File: src/rtl/mips_multicycle_ctrl_pkg.sv
// Shared encodings for the multicycle MIPS controller: opcodes, funct codes,
// ALU operation codes, mux select values and FSM state numbering.
package mips_multicycle_ctrl_pkg;

  localparam logic [5:0] OP_RTYPE = 6'b000000;
  localparam logic [5:0] OP_LW    = 6'b100011;
  localparam logic [5:0] OP_SW    = 6'b101011;
  localparam logic [5:0] OP_BEQ   = 6'b000100;
  localparam logic [5:0] OP_J     = 6'b000010;
  localparam logic [5:0] OP_ADDI  = 6'b001000;
  localparam logic [5:0] OP_ANDI  = 6'b001100;
  localparam logic [5:0] OP_ORI   = 6'b001101;
  localparam logic [5:0] OP_SLTI  = 6'b001010;

  localparam logic [5:0] FN_ADD = 6'b100000;
  localparam logic [5:0] FN_SUB = 6'b100010;
  localparam logic [5:0] FN_AND = 6'b100100;
  localparam logic [5:0] FN_OR  = 6'b100101;
  localparam logic [5:0] FN_SLT = 6'b101010;

  localparam logic [3:0] ALU_AND = 4'b0000;
  localparam logic [3:0] ALU_OR  = 4'b0001;
  localparam logic [3:0] ALU_ADD = 4'b0010;
  localparam logic [3:0] ALU_SUB = 4'b0110;
  localparam logic [3:0] ALU_SLT = 4'b0111;

  localparam logic [1:0] SRCB_B      = 2'b00;
  localparam logic [1:0] SRCB_FOUR   = 2'b01;
  localparam logic [1:0] SRCB_IMM    = 2'b10;
  localparam logic [1:0] SRCB_IMM_SH = 2'b11;

  localparam logic [1:0] PCSRC_ALU    = 2'b00;
  localparam logic [1:0] PCSRC_ALUOUT = 2'b01;
  localparam logic [1:0] PCSRC_JUMP   = 2'b10;

  typedef enum logic [1:0] {
    ALUOP_ADD   = 2'b00,
    ALUOP_SUB   = 2'b01,
    ALUOP_FUNCT = 2'b10,
    ALUOP_IMM   = 2'b11
  } aluop_e;

  typedef enum logic [3:0] {
    S_FETCH     = 4'd0,
    S_DECODE    = 4'd1,
    S_MEM_ADDR  = 4'd2,
    S_MEM_READ  = 4'd3,
    S_MEM_WB    = 4'd4,
    S_MEM_WRITE = 4'd5,
    S_EXECUTE   = 4'd6,
    S_ALU_WB    = 4'd7,
    S_BRANCH    = 4'd8,
    S_JUMP      = 4'd9,
    S_IMM_EXEC  = 4'd10,
    S_IMM_WB    = 4'd11
  } state_e;

endpackage

File: src/rtl/mips_multicycle_ctrl_if.sv
// Control/status bundle between the multicycle controller (master) and the
// datapath around the ALU, register file, memory, IR and PC (slave).
interface mips_multicycle_ctrl_if #(parameter int STATE_W = 4);
  logic [5:0]         opcode;
  logic [5:0]         funct;
  logic               zero;
  logic [3:0]         aluCode;
  logic               aluSrcA;
  logic [1:0]         aluSrcB;
  logic               iorD;
  logic               memRead;
  logic               memWrite;
  logic               irWrite;
  logic               regWrite;
  logic               regDst;
  logic               memToReg;
  logic               pcWrite;
  logic               pcWriteCond;
  logic [1:0]         pcSource;
  logic               pcEn;
  logic [STATE_W-1:0] stateOut;

  modport master (
    input  opcode, funct, zero,
    output aluCode, aluSrcA, aluSrcB, iorD, memRead, memWrite, irWrite,
           regWrite, regDst, memToReg, pcWrite, pcWriteCond, pcSource,
           pcEn, stateOut
  );

  modport slave (
    output opcode, funct, zero,
    input  aluCode, aluSrcA, aluSrcB, iorD, memRead, memWrite, irWrite,
           regWrite, regDst, memToReg, pcWrite, pcWriteCond, pcSource,
           pcEn, stateOut
  );
endinterface

File: src/rtl/mips_multicycle_ctrl_alu_control_decode.sv
// ALU control decode: maps the FSM's aluOp plus funct/opcode to a 4-bit
// aluCode, flagging funct/opcode values that have no ALU meaning.
module alu_control_decode
  import mips_multicycle_ctrl_pkg::*;
(
  input  aluop_e     aluOp,
  input  logic [5:0] funct,
  input  logic [5:0] opcode,
  output logic [3:0] aluCode,
  output logic       legal
);

  always_comb begin
    aluCode = ALU_ADD;
    legal   = 1'b1;
    case (aluOp)
      ALUOP_ADD: aluCode = ALU_ADD;
      ALUOP_SUB: aluCode = ALU_SUB;
      ALUOP_FUNCT: begin
        case (funct)
          FN_ADD:  aluCode = ALU_ADD;
          FN_SUB:  aluCode = ALU_SUB;
          FN_AND:  aluCode = ALU_AND;
          FN_OR:   aluCode = ALU_OR;
          FN_SLT:  aluCode = ALU_SLT;
          default: legal   = 1'b0;
        endcase
      end
      ALUOP_IMM: begin
        case (opcode)
          OP_ADDI: aluCode = ALU_ADD;
          OP_ANDI: aluCode = ALU_AND;
          OP_ORI:  aluCode = ALU_OR;
          OP_SLTI: aluCode = ALU_SLT;
          default: legal   = 1'b0;
        endcase
      end
      default: legal = 1'b0;
    endcase
  end

endmodule

File: src/rtl/mips_multicycle_ctrl.sv
// Multicycle MIPS control FSM driving ALU operand/operation selects and the
// datapath enables. Define ALU_IMM_EN to add addi/andi/ori/slti execution.
module mips_multicycle_ctrl
  import mips_multicycle_ctrl_pkg::*;
#(
  parameter int STATE_W = 4
) (
  input  logic                  clk,
  input  logic                  reset,
  mips_multicycle_ctrl_if.master bus
);

  state_e     state_q, state_d;
  logic       legal_q, legal_d;
  aluop_e     alu_op;
  logic [3:0] dec_code;
  logic       dec_legal;

  logic       mem_read, mem_write, ir_write, reg_write;
  logic       reg_dst, mem_to_reg, pc_write, pc_write_cond;
  logic [1:0] pc_source, alu_src_b;
  logic       alu_src_a, ior_d;

  alu_control_decode u_alu_dec (
    .aluOp   (alu_op),
    .funct   (bus.funct),
    .opcode  (bus.opcode),
    .aluCode (dec_code),
    .legal   (dec_legal)
  );

  always_ff @(posedge clk) begin
    if (reset) state_q <= S_FETCH;
    else       state_q <= state_d;
  end

  // Funct legality is latched in EXECUTE so the writeback state stays Moore.
  always_ff @(posedge clk) begin
    legal_q <= legal_d;
  end

  always_comb begin
    legal_d = (state_q == S_EXECUTE) ? dec_legal : legal_q;
  end

  always_comb begin
    state_d = S_FETCH;
    case (state_q)
      S_FETCH:  state_d = S_DECODE;
      S_DECODE: begin
        case (bus.opcode)
          OP_LW, OP_SW: state_d = S_MEM_ADDR;
          OP_RTYPE:     state_d = S_EXECUTE;
          OP_BEQ:       state_d = S_BRANCH;
          OP_J:         state_d = S_JUMP;
`ifdef ALU_IMM_EN
          OP_ADDI, OP_ANDI, OP_ORI, OP_SLTI: state_d = S_IMM_EXEC;
`endif
          default:      state_d = S_FETCH;
        endcase
      end
      S_MEM_ADDR:  state_d = (bus.opcode == OP_LW) ? S_MEM_READ : S_MEM_WRITE;
      S_MEM_READ:  state_d = S_MEM_WB;
      S_EXECUTE:   state_d = S_ALU_WB;
      S_IMM_EXEC:  state_d = S_IMM_WB;
      default:     state_d = S_FETCH;
    endcase
  end

  always_comb begin
    mem_read      = 1'b0;
    mem_write     = 1'b0;
    ir_write      = 1'b0;
    reg_write     = 1'b0;
    reg_dst       = 1'b0;
    mem_to_reg    = 1'b0;
    pc_write      = 1'b0;
    pc_write_cond = 1'b0;
    pc_source     = PCSRC_ALU;
    alu_src_a     = 1'b0;
    alu_src_b     = SRCB_B;
    ior_d         = 1'b0;
    alu_op        = ALUOP_ADD;
    case (state_q)
      S_FETCH: begin
        mem_read  = 1'b1;
        ir_write  = 1'b1;
        alu_src_b = SRCB_FOUR;
        pc_write  = 1'b1;
      end
      S_DECODE:   alu_src_b = SRCB_IMM_SH;
      S_MEM_ADDR: begin
        alu_src_a = 1'b1;
        alu_src_b = SRCB_IMM;
      end
      S_MEM_READ: begin
        mem_read = 1'b1;
        ior_d    = 1'b1;
      end
      S_MEM_WB: begin
        reg_write  = 1'b1;
        mem_to_reg = 1'b1;
      end
      S_MEM_WRITE: begin
        mem_write = 1'b1;
        ior_d     = 1'b1;
      end
      S_EXECUTE: begin
        alu_src_a = 1'b1;
        alu_op    = ALUOP_FUNCT;
      end
      S_ALU_WB: begin
        reg_dst   = 1'b1;
        reg_write = legal_q;
      end
      S_BRANCH: begin
        alu_src_a     = 1'b1;
        alu_op        = ALUOP_SUB;
        pc_write_cond = 1'b1;
        pc_source     = PCSRC_ALUOUT;
      end
      S_JUMP: begin
        pc_write  = 1'b1;
        pc_source = PCSRC_JUMP;
      end
      S_IMM_EXEC: begin
        alu_src_a = 1'b1;
        alu_src_b = SRCB_IMM;
        alu_op    = ALUOP_IMM;
      end
      S_IMM_WB:   reg_write = 1'b1;
      default: ;
    endcase
  end

  // Every strobe is masked while reset is high so an abandoned instruction
  // cannot touch memory, registers or PC in the reset cycle.
  assign bus.memRead     = mem_read & ~reset;
  assign bus.memWrite    = mem_write & ~reset;
  assign bus.irWrite     = ir_write & ~reset;
  assign bus.regWrite    = reg_write & ~reset;
  assign bus.pcWrite     = pc_write & ~reset;
  assign bus.pcWriteCond = pc_write_cond & ~reset;
  assign bus.pcEn        = ~reset & (pc_write | (pc_write_cond & bus.zero));
  assign bus.regDst      = reg_dst;
  assign bus.memToReg    = mem_to_reg;
  assign bus.pcSource    = pc_source;
  assign bus.aluSrcA     = alu_src_a;
  assign bus.aluSrcB     = alu_src_b;
  assign bus.iorD        = ior_d;
  assign bus.aluCode     = dec_code;
  assign bus.stateOut    = STATE_W'(state_q);

endmodule

File: src/flat_wrapper.sv
// flat-port wrapper written by rule: the top's interface ports become plain ports
module mips_multicycle_ctrl_flat import mips_multicycle_ctrl_pkg::*;
#(
  parameter int STATE_W = 4
)
  (clk, reset, bus_opcode, bus_funct, bus_zero, bus_aluCode, bus_aluSrcA, bus_aluSrcB, bus_iorD, bus_memRead, bus_memWrite, bus_irWrite, bus_regWrite, bus_regDst, bus_memToReg, bus_pcWrite, bus_pcWriteCond, bus_pcSource, bus_pcEn, bus_stateOut);
  mips_multicycle_ctrl_if #(.STATE_W(STATE_W)) bus_i ();
  input  logic clk;
  input  logic reset;
  input wire logic [$bits(bus_i.opcode)-1:0] bus_opcode;
  input wire logic [$bits(bus_i.funct)-1:0] bus_funct;
  input wire logic [$bits(bus_i.zero)-1:0] bus_zero;
  output wire logic [$bits(bus_i.aluCode)-1:0] bus_aluCode;
  output wire logic [$bits(bus_i.aluSrcA)-1:0] bus_aluSrcA;
  output wire logic [$bits(bus_i.aluSrcB)-1:0] bus_aluSrcB;
  output wire logic [$bits(bus_i.iorD)-1:0] bus_iorD;
  output wire logic [$bits(bus_i.memRead)-1:0] bus_memRead;
  output wire logic [$bits(bus_i.memWrite)-1:0] bus_memWrite;
  output wire logic [$bits(bus_i.irWrite)-1:0] bus_irWrite;
  output wire logic [$bits(bus_i.regWrite)-1:0] bus_regWrite;
  output wire logic [$bits(bus_i.regDst)-1:0] bus_regDst;
  output wire logic [$bits(bus_i.memToReg)-1:0] bus_memToReg;
  output wire logic [$bits(bus_i.pcWrite)-1:0] bus_pcWrite;
  output wire logic [$bits(bus_i.pcWriteCond)-1:0] bus_pcWriteCond;
  output wire logic [$bits(bus_i.pcSource)-1:0] bus_pcSource;
  output wire logic [$bits(bus_i.pcEn)-1:0] bus_pcEn;
  output wire logic [$bits(bus_i.stateOut)-1:0] bus_stateOut;
  assign bus_i.opcode = bus_opcode;
  assign bus_i.funct = bus_funct;
  assign bus_i.zero = bus_zero;
  assign bus_aluCode = bus_i.aluCode;
  assign bus_aluSrcA = bus_i.aluSrcA;
  assign bus_aluSrcB = bus_i.aluSrcB;
  assign bus_iorD = bus_i.iorD;
  assign bus_memRead = bus_i.memRead;
  assign bus_memWrite = bus_i.memWrite;
  assign bus_irWrite = bus_i.irWrite;
  assign bus_regWrite = bus_i.regWrite;
  assign bus_regDst = bus_i.regDst;
  assign bus_memToReg = bus_i.memToReg;
  assign bus_pcWrite = bus_i.pcWrite;
  assign bus_pcWriteCond = bus_i.pcWriteCond;
  assign bus_pcSource = bus_i.pcSource;
  assign bus_pcEn = bus_i.pcEn;
  assign bus_stateOut = bus_i.stateOut;
  mips_multicycle_ctrl #(.STATE_W(STATE_W)) u_core (.clk(clk), .reset(reset), .bus(bus_i));
endmodule
File: config.mk
export PLATFORM = sky130hd
export DESIGN_NAME = mips_multicycle_ctrl_flat
export DESIGN_NICKNAME = d
export VERILOG_FILES = /design/src/rtl/mips_multicycle_ctrl_pkg.sv /design/src/rtl/mips_multicycle_ctrl_if.sv /design/src/rtl/mips_multicycle_ctrl_alu_control_decode.sv /design/src/rtl/mips_multicycle_ctrl.sv /design/src/flat_wrapper.sv
export SDC_FILE = /design/constraint.sdc
export NUM_CORES = 1
export LEC_CHECK = 0
export BUFFER_PORTS_ARGS = -buffer_cell sky130_fd_sc_hd__clkbuf_2
export CORE_ASPECT_RATIO = 1.2
export CORE_MARGIN = 4
export CORE_UTILIZATION = 43
export DETAILED_ROUTE_END_ITERATION = 12
export PLACE_DENSITY = 0.78
export SLEW_MARGIN = 25
export SYNTH_ARGS = -nofsm -noshare
export SYNTH_HDL_FRONTEND = slang
export SYNTH_SLANG_ARGS = --single-unit
File: constraint.sdc
create_clock -name clk -period 1.7 [get_ports clk]
set_clock_uncertainty 0.1 [all_clocks]
set_input_delay 0.17 -clock clk [delete_from_list [all_inputs] [get_ports clk]]
set_output_delay 0.17 -clock clk [all_outputs]
set_load 0.005 [all_outputs]
==> run summary <==
Outcome: completed
CTS max path bufs: 2
Reg clk slew, reported paths: 0.05 ns
Routed vias/inst: 5.56
Iteration-0 DRC Markers: 12
TritonRoute pass-1 iters: 4
Worst ir drop on vdd: 405 uV
Avg Synthesized Cell Area: 7.24 um^2
Tot Pwr: 0.388 mW
WP data arrival: 1.41 ns
Ys Warns: 0
Area Growth Syn to Fin: 50.6%
Crit-path max FO: 6
Starting Density: 46.5%
Delay-heaviest family, CP: simple AND/OR/NAND/NOR gates
Layout filler cell count: 121
Hpwl dp: 1550 um
Core area: 1460 um^2
Nets: 154
Vias: 862
Hold Path Stages: 3
GR peak layer: met2
Commonest cells after routing, fill and taps aside: 34 x clkbuf_2, 10 x nor2_1, 8 x buf_4
Crit path capture type: output port
Antenna violations before repair: 0
RSZ-0062 raised after global routing: yes
Max cap viols: 0
Final setup viols: 0
Clock Latency Late Sink: 0.26 ns
Worst r2r dst: u_core.bus.stateOut[1]$_SDFF_PP0_
R2r setup slk: 0.14 ns
Post-route core utilization: 70.0%
Clock sink count: 5
Critical path's largest stage delay: 0.35 ns
DRC: 0
Worst r2r path cells: 5
Worst setup SP type: flop
Mapped Cells: 94
Slowest stage cell on the critical path: nor4b_4
Pin count of the biggest net entering global routing: 15
I/O pins: 38
FF-to-FF Start: u_core.bus.stateOut[0]$_SDFF_PP0_
Commonest non-fill, non-tap cell in the layout: clkbuf_2
Worst min-delay path class: in2reg
Vias in the first global route: 743
CTS tree: built
Leak Pwr: 0.464 nW
Input/output buffers: 36
Synth cell types: 43
WL per Instance: 14.0 um
Syn Nets: 109
CTS buffer count: 3
Share of layout cells above drive strength 1: 52.9%
Crit-path cells: nand2b_4 > nor4b_4 > a22oi_2 > nand2_1 > clkbuf_2
Hold path startpoint: reset
Overflow left after global routing: 0
N_diodes: 0
Die area: 2290 um^2
WP buf/inv: 1
Worst EP required: 1.43 ns
Grt met1 use: 20.0%
Total Routed Length: 2170 um
Max-slew violations: 0
Rows: 15
GR met3 Demand/Resource: 6.23%
Final RePlAce weighted congestion: 0.831
Sequential area share after synthesis: 16.2%
Die Ht: 51.6 um
Grt met2 use: 31.8%
Final ANT Viol Nets: 0
H-tree Lvls: 1
CP Class: reg2out
Yosys reg bits: 5
Die W: 44.3 um
Fin crit period: 1.68 ns
Area of the mapped netlist: 681 um^2
Hold path endpoint: u_core.bus.stateOut[1]$_SDFF_PP0_
Period utilisation layout: 98.7%
Gr usage total: 18.6%
P per Cell Area: 379 nW/um^2
F_max: 596 MHz
Hold-fix buffers, CTS: 0
Fin. Hold Viols: 0
First-pass GRT wire length: 3110 um
CTS root buffer: clkbuf_4
==> synth_stat cells, drive strengths merged <==
master	count	area (um^2)
and2	1	6.26
o21bai	1	7.51
a211oi	2	15.0
nand2	7	26.3
a21o	1	7.51
nand2b	5	38.8
nand4	2	12.5
o31a	2	17.5
a22oi	1	7.51
nor4b	2	32.5
buf	5	35.0
nor4	2	12.5
and3	1	6.26
nor2	15	71.3
dfxtp	4	80.1
or2b	1	7.51
and4bb	1	12.5
xnor2	1	8.76
inv	5	18.8
a21boi	1	11.3
o31ai	1	7.51
nand3b	1	7.51
nor2b	4	27.5
a31oi	2	12.5
o22ai	1	6.26
edfxtp	1	30.0
a22o	2	17.5
conb	1	3.75
nand3	2	10.0
a32oi	1	8.76
a21oi	4	20.0
o21ai	3	15.0
nor3b	4	30.0
mux2i	1	10.0
maj3	1	11.3
nor3	4	20.0
o21a	1	7.51
==> layout make-up <==
cell class              instances  area (um^2)  area share (%)
repair buffers                 45          251            24.5
flip-flops and latches          5          123            12.0
clock buffers                   3         22.5            2.20
multi-input cells              79          583            56.9
well taps                      17         21.3            2.08
inverters                       5         18.8            1.83
clock inverters                 1         5.00           0.488
==> power breakdown <==
part,total [mW],switching (mW),internal (mW)
sequential,0.121,0.00202,0.119
combinational,0.113,0.0610,0.0520
clock,0.154,0.0680,0.0862
==> sequential cells by signal (all words and copies together), names as in the netlist <==
name                 flops
u_core.legal_q           1
u_core.bus.stateOut      4
==> metrics by stage <==
| step | TNS (ns) | instance area (um^2) | worst slack (ns) | cells | hold slack (ns) |
|---|---|---|---|---|---|
| after floorplan | 0 | 681 | 0.373 | 94 | 0.227 |
| after global placement | 0 | 892 | 0.232 | 148 | 0.473 |
| after detailed placement | 0 | 892 | 0.180 | 148 | 0.468 |
| after CTS | -0.0227 | 938 | -0.0227 | 153 | 0.186 |
| after global routing | -0.236 | 1020 | -0.0715 | 155 | 0.219 |
| final | 0 | 1020 | 0.0213 | 155 | 0.204 |
==> routing by layer <==
layer / wire, um / up-vias / share of wire, %
met5: 0 / - / 0
met3: 174 / 4 / 8.0
li1: - / 429 / -
met4: 38 / 0 / 1.8
met2: 1090 / 39 / 50
met1: 862 / 390 / 40
==> repair_timing <==
item,4_1_cts,5_1_grt
buffers inserted,1,2
pin swaps,2,4
gates cloned,0,0
endpoints found under the setup margin,5,8
gates resized for setup,4,21
==> cells by family after synthesis <==
logic type / synth area share (%)
DFF: 16.2
xor gates and xnor gates: 1.29
adders and majority gates: 1.65
buffers and inverters: 7.90
and+or+nand+nor: 47.2
AOI/OAI and AO/OA: 23.7
muxes: 1.47
other: 0.551
==> worst max-delay path by stage <==
stage	cells past startpoint	slack [ns]	to	startpoint
4_1_cts	5	-0.02	bus_aluCode[2]	u_core.bus.stateOut[2]$_SDFF_PP0_
6_report	5	0.02	bus_aluCode[2]	u_core.bus.stateOut[0]$_SDFF_PP0_
3_3_place_gp	7	0.23	bus_pcEn	u_core.bus.stateOut[1]$_SDFF_PP0_
3_5_place_dp	5	0.18	bus_aluCode[2]	u_core.bus.stateOut[1]$_SDFF_PP0_
2_1_floorplan	4	0.37	u_core.legal_q$_DFFE_PP_	u_core.bus.stateOut[0]$_SDFF_PP0_
5_1_grt	5	-0.07	bus_aluCode[2]	u_core.bus.stateOut[1]$_SDFF_PP0_
==> worst register-to-register path, cell delays in order (launching register included) <==
cell     delay (ns)
dfxtp_2        0.33
buf_4          0.21
nor2b_1        0.31
nand2_1        0.09
nor4_1         0.30
o31a_1         0.15
Power figures use the tool's default switching activity.
